--- src/rtl/alu_result_fifo.sv ---
// Purpose : capture FIFO for 8-bit ALU result beats with flag checking and status counters.
// Latency : a beat accepted on edge N appears on out_* after edge N; no input-to-output path.
// Backpr. : in_ready is a registered !full; in_valid is ignored while full, the head holds until out_ready.
//
// Ports:
//   clk, rst_n                 clock (rising edge), asynchronous active-low reset
//   in_valid/in_ready          input handshake; in_op, in_y, in_flags = {parity, overflow, greater, less, is_eq}
//   out_valid/out_ready        output handshake; out_data = {op, flags, y} of head (0 when empty)
//   out_err                    head entry failed the flag/parity check
//   level                      occupancy, 0..DEPTH
//   ovf_sticky, ovf_cnt        overflow seen / saturating overflow count
//   err_cnt                    saturating count of beats that failed the check
//   clr_stat                   synchronous clear of ovf_sticky, ovf_cnt, err_cnt
module alu_result_fifo #(
   parameter int DEPTH   = 4,
   parameter int CNT_W   = 8,
   parameter int PAR_CHK = 1
) (
   input  logic                     clk,
   input  logic                     rst_n,
   input  logic                     in_valid,
   output logic                     in_ready,
   input  logic [1:0]               in_op,
   input  logic [7:0]               in_y,
   input  logic [4:0]               in_flags,
   output logic                     out_valid,
   input  logic                     out_ready,
   output logic [14:0]              out_data,
   output logic                     out_err,
   output logic [$clog2(DEPTH):0]   level,
   output logic                     ovf_sticky,
   input  logic                     clr_stat,
   output logic [CNT_W-1:0]         ovf_cnt,
   output logic [CNT_W-1:0]         err_cnt
);

   localparam int AW = $clog2(DEPTH);
   localparam int LW = AW + 1;
   localparam logic [LW-1:0]    FULL_LVL = LW'(DEPTH);
   localparam logic [LW-1:0]    LVL_ONE  = LW'(1);
   localparam logic [AW-1:0]    PTR_ONE  = AW'(1);
   localparam logic [CNT_W-1:0] CNT_ONE  = CNT_W'(1);
   localparam logic [CNT_W-1:0] CNT_MAX  = '1;

   typedef struct packed {
      logic       err;
      logic [1:0] op;
      logic [4:0] flags;
      logic [7:0] y;
   } entry_t;

   typedef enum logic {
      S_EMPTY = 1'b0,
      S_HEAD  = 1'b1
   } head_state_t;

   entry_t          mem [DEPTH];
   logic [AW-1:0]   wr_ptr;
   logic [AW-1:0]   rd_ptr;
   logic [LW-1:0]   level_q;
   logic [LW-1:0]   level_nxt;
   logic            in_ready_q;
   head_state_t     state_q;
   head_state_t     state_nxt;
   entry_t          head;
   logic            push;
   logic            pop;
   logic            chk_fail;
   logic            beat_err;
   logic            beat_ovf;

   assign push     = in_valid & in_ready_q;
   assign pop      = out_valid & out_ready;
   assign beat_ovf = in_flags[3];

   // Exactly one of greater/less/is_eq must be set, and the parity bit must match the data.
   assign chk_fail = (in_flags[4] != ^in_y)
                   | (in_flags[2] & in_flags[1])
                   | (in_flags[0] & (in_flags[2] | in_flags[1]))
                   | ~(in_flags[2] | in_flags[1] | in_flags[0]);
   assign beat_err = (PAR_CHK != 0) & chk_fail;

   // Occupancy: full blocks push, so push+pop never happens at the boundaries.
   always_comb begin
      level_nxt = level_q;
      case ({push, pop})
         2'b10:   level_nxt = level_q + LVL_ONE;
         2'b01:   level_nxt = level_q - LVL_ONE;
         default: level_nxt = level_q;
      endcase
   end

   // Head-state FSM: tracks whether the head entry is presentable.
   always_comb begin
      state_nxt = state_q;
      case (state_q)
         S_EMPTY: if (push) state_nxt = S_HEAD;
         S_HEAD:  if (pop && (level_q == LVL_ONE) && !push) state_nxt = S_EMPTY;
         default: state_nxt = S_EMPTY;
      endcase
   end

   always_ff @(posedge clk or negedge rst_n) begin
      if (!rst_n) begin
         wr_ptr     <= '0;
         rd_ptr     <= '0;
         level_q    <= '0;
         in_ready_q <= 1'b1;
         state_q    <= S_EMPTY;
      end else begin
         if (push) wr_ptr <= wr_ptr + PTR_ONE;
         if (pop)  rd_ptr <= rd_ptr + PTR_ONE;
         level_q    <= level_nxt;
         in_ready_q <= (level_nxt != FULL_LVL);
         state_q    <= state_nxt;
      end
   end

   // Storage needs no reset: nothing reads it while the FIFO is empty.
   always_ff @(posedge clk) begin
      if (push) begin
         mem[wr_ptr] <= '{err: beat_err, op: in_op, flags: in_flags, y: in_y};
      end
   end

   // Status counters; clr_stat wins over a same-cycle increment.
   always_ff @(posedge clk or negedge rst_n) begin
      if (!rst_n) begin
         ovf_sticky <= 1'b0;
         ovf_cnt    <= '0;
         err_cnt    <= '0;
      end else if (clr_stat) begin
         ovf_sticky <= 1'b0;
         ovf_cnt    <= '0;
         err_cnt    <= '0;
      end else if (push) begin
         if (beat_ovf) begin
            ovf_sticky <= 1'b1;
            if (ovf_cnt != CNT_MAX) ovf_cnt <= ovf_cnt + CNT_ONE;
         end
         if (beat_err && (err_cnt != CNT_MAX)) err_cnt <= err_cnt + CNT_ONE;
      end
   end

   // Head presentation: storage contents are undefined after reset, so gate with out_valid.
   always_comb begin
      head      = mem[rd_ptr];
      out_valid = (state_q == S_HEAD);
      out_data  = '0;
      out_err   = 1'b0;
      if (out_valid) begin
         out_data = {head.op, head.flags, head.y};
         out_err  = head.err;
      end
   end

   assign in_ready = in_ready_q;
   assign level    = level_q;

endmodule

--- config.mk ---
export PLATFORM = sky130hd
export DESIGN_NAME = alu_result_fifo
export DESIGN_NICKNAME = d
export VERILOG_FILES = /design/src/rtl/alu_result_fifo.sv
export SDC_FILE = /design/constraint.sdc
export NUM_CORES = 1
export LEC_CHECK = 0
export BUFFER_PORTS_ARGS = -buffer_cell sky130_fd_sc_hd__buf_2
export CORE_MARGIN = 4
export CORE_UTILIZATION = 59
export CTS_BUF_LIST = sky130_fd_sc_hd__clkbuf_4
export CTS_CLUSTER_DIAMETER = 40
export DETAILED_ROUTE_END_ITERATION = 12
export PLACE_DENSITY = 0.82
export SLEW_MARGIN = 20
export SYNTH_ARGS = -nofsm -noshare
export SYNTH_HDL_FRONTEND = slang
export SYNTH_SLANG_ARGS = --single-unit
--- constraint.sdc ---
create_clock -name clk -period 2.25 [get_ports clk]
set_input_delay 0.45 -clock clk [delete_from_list [all_inputs] [get_ports clk]]
set_output_delay 0.45 -clock clk [all_outputs]
set_load 0.05 [all_outputs]
==> impl_metrics.yaml, run 1 <==
sta:
  timing.fmax_ghz: 0.4365
  period_share: 1.018
  finalCriticalPeriod_ns: 2.291
  fin_skew_ns: 0.009091
  hold_viol_final: 0
  layout_setup_ws_ns: -0.04103
  tightest_slew_ns: 0.5830
  drv_slew: 0
  setup_tns_ns: -0.2054
  slew_headroom: 0.6114
  setup_violations: 13
  rsz0062_at_grt: "yes"
place:
  numPortBuffers: 57
  place_hpwl_um: 4866
  placed_area_mm2: 0.004472
  dp.cells: 402
  place_congestion: 0.7821
yosys:
  seq_area_frac_synth: 0.6420
  netlist_area_mm2: 0.004009
  synthCells: 262
  postSynthAreaPerCell_um2: 15.30
  synth-async-reset-ratio: 0.2889
  yosys.area.top_type_share: 0.4794
  syn_nets: 293
  ys_ff_latch: 90
  synth_edf_count: 64
  synth.largest_area_cell: "edfxtp_1"
  synth_cell_types: 43
  synth_ff_type: "edfxtp_1"
  synth.area.top_cells: "edfxtp_1, dfrtp_1, mux4_2, ha_1, and2_1"
  yosys_warnings: 0
grt:
  track_usage: 0.1908
  grt-ovfl-total: 0
  grt_pass1_wl_um: 12230
  grt_pass1_vias: 2450
  grt_max_degree: 27
  antenna_found_initial: 0
cells_and_area:
  layout-drive-gt1-share: 0.3918
  post_layout_nonfiller_instances: 419
  fin_util: 0.7414
  area.sequential_mm2: 0.002575
  multiInputGateArea_mm2: 0.001386
  fin_nets: 368
  antennaDiodeCount: 0
  fillers: 415
  final_area_mm2: 0.004788
  area_growth_pct: 19.44
floorplan:
  die-area_mm2: 0.008178
  ios: 58
  start_util: 0.6207
  core_mm2: 0.006459
  die_h_um: 90.43
  rows: 29
  die_x_um: 90.43
power_and_ir_drop:
  leakage_nw: 1.959
  p_per_area_mw_per_mm2: 1346
  vdd_ir_drop_max_mv: 0.6360
detailed_routing:
  avgViaCountPerCell: 5.625
  ant_nets: 0
  drtIter0Drc: 99
  drc_errors: 0
  avgRoutedWirePerCell_um: 17.19
  drt_wl_total_um: 7204
  firstDrtPassIters: 4
  num_vias: 2357
critical_path:
  cp-start-kind: "register"
  crit_start: "rd_ptr[0]$_DFFE_PN0N_"
  r2r-start: "in_ready$_DFF_PN1_"
  critPathArrivalTime_ns: 1.84
  crit_fanout: 5
  critPathKind: "register to output pin"
  required_ns: 1.80
  cp-end-kind: "output pin"
cts:
  cts_tree: "done"
  cts_buffer_depth: 2
  clk_pin_slew_ns: 0.13
  root_buffer: "clkbuf_4"
  cts_sinks: 90
  htree_levels: 3
  clk_latency_ns: 0.41
  cts_made_buffers: 9
flow_run:
  max_cap_violations: 0
outcome:
  failed_checks: "setup timing"
  status: "complete, but fails checks"
worst_hold_path:
  min_path_type: "input pin to async pin"
==> power by group <==
part / switching, W / internal (W)
combinational: 0.00180 / 0.00128
clock: 0.000524 / 0.000582
sequential: 0.000138 / 0.00212
total: 0.00246 / 0.00398
==> synth_stat cells, drive strengths merged, types with 2 or more instances <==
master,count
edfxtp,64
dfrtp,25
and2,17
mux4,16
nand2,16
nor2,14
ha,11
o21ai,11
inv,10
xnor2,9
mux2,7
a21oi,6
and3,6
nand3,6
clkbuf,5
nor2b,5
buf,4
nor3,4
mux2i,3
or3,3
xor2,3
or3b,2
==> layer usage <==
metal | part of all wire | up-vias | routed length [um] | GRT usage
met3 | 0.047 | 4 | 335 | 0.04000
met5 | 0 | - | 0 | 0
li1 | - | 1121 | - | -
met1 | 0.43 | 1174 | 3065 | 0.2430
met4 | 0.0076 | 0 | 55 | 0.05357
met2 | 0.52 | 58 | 3749 | 0.3323
==> final timing paths <==
kind | end | slack [ns] | cells after the start
max in group asynchronous | rd_ptr[0]$_DFFE_PN0N_ | 1.82 | 1
worst min-delay path | ovf_cnt[1]$_DFFE_PN0P_ | 0.02 | 1
worst max-delay path | out_err | -0.04 | 4
worst min register to register | rd_ptr[1]$_DFFE_PN0N_ | 0.48 | 1
min in group clk | mem[0][14]$_DFFE_PP_ | 0.24 | 1
worst max register to register | in_ready$_DFF_PN1_ | 0.20 | 7
==> kinds of logic after synthesis <==
family                     share of synthesized area
adders and majority gates                    0.03433
xor gates and xnor gates                     0.03777
muxes                                         0.1208
buffers and inverters                        0.02029
and+or+nand+nor                               0.1086
DFF                                           0.6420
AOI/OAI and AO/OA                            0.03621
==> registers in the layout, summed over array words and instances (netlist names) <==
signal	cells
level	3
in_ready	1
mem	64
ovf_sticky	1
rd_ptr	2
err_cnt	8
ovf_cnt	8
wr_ptr	2
out_valid	1
==> cell usage in the layout (no fill, tap or decap), types with 9 or more instances in the layout <==
cell       n
inv_1     10
and2_4    13
clkbuf_4  10
o21ai_0   10
mux4_2    16
buf_4     17
edfxtp_1  64
nand2_1   16
nor2_1    14
buf_6     14
buf_2     41
xnor2_1    9
dfrtp_1   24
ha_1      11
==> timing repair <==
action	4_1_cts	5_1_grt
buffers inserted	2	0
endpoints found under the setup margin	16	16
gates cloned	1	0
hold endpoints to repair	0	0
hold buffers	0	0
resized for setup	47	0
==> worst max-delay path, cell delays in order (launching register included) <==
cell	delay (ns)
dfrtp_2	0.42
buf_4	0.17
mux4_2	0.49
and2_1	0.17
buf_4	0.18
==> final cells by class <==
cell class | instances | area share
Tap cell | 77 | 0.02012
Sequential cell | 90 | 0.5378
Clock inverter | 6 | 0.02352
Clock buffer | 10 | 0.01568
Timing Repair Buffer | 73 | 0.1056
Inverter | 10 | 0.007839
Multi-Input combinational cell | 153 | 0.2895
==> metrics by stage <==
stage	hold WS [ns]	setup slack, ns	power, W
global placement	0.4607	-0.07144	0.004882
CTS	0.01216	-0.09890	0.006602
global route	0.02422	-0.1302	0.006771
detailed placement	0.4647	-0.06889	0.004954
finish	0.01853	-0.04103	0.006447
floorplan	0.1544	0.05712	0.004275
Power figures use the tool's default switching activity.
==> run 2: changes to the inputs <==
Settings changed: MAX_ROUTING_LAYER set to met4.
==> impl_metrics.yaml, run 2 (same netlist as run 1, synthesis figures left out) <==
cts:
  cts_made_buffers: 9
  cts_buffer_depth: 2
  cts_tree: "done"
  cts_sinks: 90
  root_buffer: "clkbuf_4"
  clk_pin_slew_ns: 0.13
  clk_latency_ns: 0.41
  htree_levels: 3
grt:
  antenna_found_initial: 0
  grt-ovfl-total: 0
  track_usage: 0.1964
  grt_max_degree: 27
  grt_pass1_vias: 2453
  grt_pass1_wl_um: 12210
cells_and_area:
  post_layout_nonfiller_instances: 419
  regMostFlops: "mem"
  largestRegisters: "mem (64), err_cnt (8), ovf_cnt (8)"
  largest_reg_flops: 64
  fin_nets: 368
  most-common-layout-cells: "edfxtp_1, buf_2, dfrtp_1, buf_4"
  layout_commonest_cell: "edfxtp_1"
  final_area_mm2: 0.004788
  antennaDiodeCount: 0
  layout-drive-gt1-share: 0.3918
  area_growth_pct: 19.44
sta:
  tightest_slew_ns: 0.5842
  timing.fmax_ghz: 0.4359
  rsz0062_at_grt: "yes"
  hold_ws_ns: 0.01574
  period_share: 1.020
  drv_slew: 0
  finalCriticalPeriod_ns: 2.294
  hold_viol_final: 0
  slew_headroom: 0.6106
  layout_setup_ws_ns: -0.04431
  fin_skew_ns: 0.009752
  setup_violations: 13
detailed_routing:
  avgViaCountPerCell: 5.659
  firstDrtPassIters: 6
  avgRoutedWirePerCell_um: 17.26
  ant_nets: 0
  drt_wl_total_um: 7230
  drc_errors: 0
  drtIter0Drc: 100
  num_vias: 2371
critical_path:
  rrSetupSlack_ns: 0.20
  crit_family: "multiplexers"
  crit_top_cell: "buf_4"
  crit_fanout: 5
  slowest_delay_ns: 0.49
  cp-end-kind: "output pin"
  required_ns: 1.80
  crit_end: "out_err"
  critPathArrivalTime_ns: 1.84
  path_cells: "buf_4, mux4_2, and2_1, buf_4"
  crit_start: "rd_ptr[0]$_DFFE_PN0N_"
  cp.depth: 4
  cp_slowest_cell: "mux4_2"
  cp-start-kind: "register"
  worstReg2RegEnd: "in_ready$_DFF_PN1_"
  critPathBufInv: 2
  critPathKind: "register to output pin"
  r2r-start: "in_ready$_DFF_PN1_"
  worst_r2r_path_depth: 7
place:
  place_hpwl_um: 4866
  place_congestion: 0.7929
  dp.cells: 402
  placed_area_mm2: 0.004472
  numPortBuffers: 57
power_and_ir_drop:
  p_switching_w: 0.002463
  p_int_w: 0.003983
  swShare: 0.3821
  p_clk_frac: 0.171
  fin_total_pwr_w: 0.006446
  seqPwrFrac: 0.351
  leakage_nw: 1.959
  vdd_ir_drop_max_mv: 0.6370
  combPwrFrac: 0.478
  p_per_area_mw_per_mm2: 1346
floorplan:
  core_mm2: 0.006459
  ios: 58
  rows: 29
  start_util: 0.6207
  die_x_um: 90.43
  die-area_mm2: 0.008178
  die_h_um: 90.43
outcome:
  failed_checks: "setup timing"
  status: "complete, but fails checks"
flow_run:
  max_cap_violations: 0
worst_hold_path:
  min_path_type: "input pin to async pin"
## run 2: layer usage
layer	global-route usage	up-vias	routed length (um)
li1	-	1122	-
met1	0.2436	1176	3124
met2	0.3329	69	3706
met3	0.03833	4	344
met4	0.05357	0	54
met5	-	-	0
## run 2: timing repair
action                     4_1_cts  5_1_grt
setup endpoints to repair       16       16
hold buffers                     0        0
setup buffers                    2        0
cloned                           1        0
resized for setup               47        0
## run 2: final cells by class
class,instances,area [um^2]
inverter,10,37.54
sequential,90,2575
timing repair buffer,73,505.5
tap,77,96.34
multi-input combinational,153,1386
fill,415,1670
clock inverter,6,112.6
clock buffer,10,75.07
## run 2: power by group through the flow
stage | clock (W) | combinational [W] | sequential (W)
after CTS | 0.00113 | 0.00321 | 0.00226
after global placement | 0 | 0.00260 | 0.00228
after detailed placement | 0 | 0.00266 | 0.00230
after global routing | 0.00122 | 0.00325 | 0.00230
final | 0.00111 | 0.00308 | 0.00226
after floorplan | 0 | 0.00184 | 0.00244
## run 2: worst min-delay path by stage
stage | startpoint | end | slack (ns) | cells past startpoint
floorplan | rst_n | err_cnt[0]$_DFFE_PN0P_ | 0.15 | 0
CTS | rst_n | ovf_cnt[1]$_DFFE_PN0P_ | 0.01 | 1
finish | rst_n | ovf_cnt[1]$_DFFE_PN0P_ | 0.02 | 1
global route | rst_n | err_cnt[3]$_DFFE_PN0P_ | 0.02 | 1
detailed placement | rd_ptr[1]$_DFFE_PN0N_ | rd_ptr[1]$_DFFE_PN0N_ | 0.46 | 1
global placement | rd_ptr[1]$_DFFE_PN0N_ | rd_ptr[1]$_DFFE_PN0N_ | 0.46 | 1
## run 2: metrics by stage
stage               worst slack (ns)    util  setup TNS (ns)
floorplan                    0.05712       -               0
global route                 -0.1301  0.7414          -1.837
finish                      -0.04431  0.7414         -0.2196
detailed placement          -0.06889  0.6924         -0.1148
global placement            -0.07144  0.6924         -0.1085
CTS                         -0.09890  0.7487          -1.314
==> run 3: changes to the inputs <==
Settings changed: BUFFER_PORTS_ARGS -buffer_cell sky130_fd_sc_hd__buf_2 to not set, CORE_UTILIZATION 59 to 66, DONT_BUFFER_PORTS set to 1.
Clock period 2.25 ns to 2.2 ns, I/O delays scaled along.
==> impl_metrics.yaml, run 3 (same netlist as run 1, synthesis figures left out) <==
detailed_routing:
  num_vias: 2231
  firstDrtPassIters: 4
  drc_errors: 0
  avgRoutedWirePerCell_um: 19.69
  ant_nets: 0
  avgViaCountPerCell: 5.887
  drtIter0Drc: 100
  drt_wl_total_um: 7463
sta:
  setup_violations: 15
  timing.fmax_ghz: 0.4442
  fin_skew_ns: 0.01082
  hold_viol_final: 0
  tightest_slew_ns: 0.5431
  setup_tns_ns: -0.5366
  period_share: 1.023
  drv_slew: 0
  slew_headroom: 0.6379
  layout_setup_ws_ns: -0.05135
  rsz0062_at_grt: "yes"
  finalCriticalPeriod_ns: 2.251
floorplan:
  die_h_um: 85.94
  start_util: 0.6771
  ios: 58
  rows: 28
  die-area_mm2: 0.007385
  core_mm2: 0.005921
  die_x_um: 85.94
critical_path:
  crit_fanout: 9
  cp_slowest_cell: "mux4_2"
  r2r-start: "in_ready$_DFF_PN1_"
  required_ns: 1.76
  cp-end-kind: "output pin"
  critPathKind: "register to output pin"
  path_cells: "buf_12, mux4_2, and2_4"
  cp-start-kind: "register"
  slowest_delay_ns: 0.52
  crit_start: "rd_ptr[0]$_DFFE_PN0N_"
  critPathArrivalTime_ns: 1.81
cells_and_area:
  fillers: 328
  largest_reg_flops: 64
  fin_util: 0.7771
  most-common-layout-cells: "edfxtp_1, buf_4, dfrtp_1"
  area_growth_pct: 14.76
  final_area_mm2: 0.004601
  layout_commonest_cell: "edfxtp_1"
  antennaDiodeCount: 0
  regMostFlops: "mem"
  layout-drive-gt1-share: 0.3257
  largestRegisters: "mem (64), err_cnt (8), ovf_cnt (8)"
  post_layout_nonfiller_instances: 379
  fin_nets: 330
place:
  place_congestion: 0.7857
  place_hpwl_um: 4935
  dp.cells: 357
  numPortBuffers: 0
  placed_area_mm2: 0.004314
  place_ws_ns: 0.03486
cts:
  clk_pin_slew_ns: 0.14
  cts_made_buffers: 9
  cts_tree: "done"
  root_buffer: "clkbuf_4"
  clk_latency_ns: 0.43
  htree_levels: 3
  cts_buffer_depth: 2
  cts_sinks: 90
flow_run:
  max_cap_violations: 0
power_and_ir_drop:
  p_per_area_mw_per_mm2: 1345
  vdd_ir_drop_max_mv: 1.012
  leakage_nw: 1.789
grt:
  grt_pass1_vias: 2364
  track_usage: 0.2220
  grt_pass1_wl_um: 11690
  grt_max_degree: 27
  grt-ovfl-total: 0
  antenna_found_initial: 0
outcome:
  status: "complete, but fails checks"
  failed_checks: "setup timing"
worst_hold_path:
  holdCritStartpoint: "clr_stat"
  min_path_type: "input pin to register"
run 3: changes by cell type in the layout (fill, tap and decap cells not counted), sizes merged:
cell,previous run,this run
buf,73,33
clkinvlp,0,1
dlygate4sd3,0,1
inv,12,13
bufinv,3,2
run 3: metal layers:
layer	up-vias	part of all wire	GRT usage
li1	1046	-	-
met1	1117	0.39	0.2444
met2	59	0.54	0.3770
met3	9	0.058	0.06436
met4	0	0.016	0.09209
met5	-	0	-
run 3: area by class of cell:
class	count	area, um^2	area share
clock buffers	9	67.56	0.01469
repair buffers	35	332.8	0.07234
multi-input cells	153	1394	0.3030
flip-flops and latches	90	2576	0.5600
inverters	10	37.54	0.008159
clock inverters	7	98.84	0.02148
well taps	75	93.84	0.02040
run 3: power breakdown:
| part | switching (W) | internal [W] |
|---|---|---|
| Combinational | 0.00177 | 0.00107 |
| Clock | 0.000565 | 0.000471 |
| Sequential | 0.000140 | 0.00217 |
| Total | 0.00248 | 0.00371 |
run 3: per-stage QoR:
step | hold slack (ns) | total power, W
final | 0.05331 | 0.006187
after global routing | 0.01791 | 0.006481
after CTS | 0.02397 | 0.006126
after detailed placement | 0.1451 | 0.004872
after global placement | 0.1450 | 0.004801
after floorplan | 0.1444 | 0.004372
run 3: what timing repair did:
item	CTS	global route
hold endpoints to repair	26	0
resized for setup	32	2
gates cloned	0	1
setup buffers	1	2
hold buffers	2	0
setup endpoints to repair	16	16
run 3: worst paths after layout:
kind | endpoint | slack (ns) | cells past startpoint
max | out_data[10] | -0.05 | 3
min | ovf_sticky$_DFFE_PN0P_ | 0.05 | 1
max reg2reg | in_ready$_DFF_PN1_ | 0.23 | 7
min reg2reg | wr_ptr[0]$_DFFE_PN0P_ | 0.56 | 1
max in group asynchronous | in_ready$_DFF_PN1_ | 1.54 | 2
min in group asynchronous | rd_ptr[1]$_DFFE_PN0N_ | 0.42 | 2
run 3: worst max-delay path: cells and delay by family, from the launching register on:
family	cells	cell delay, ns
and+or+nand+nor	1	0.23
DFF	1	0.46
muxes	1	0.52
buffers and inverters	1	0.17
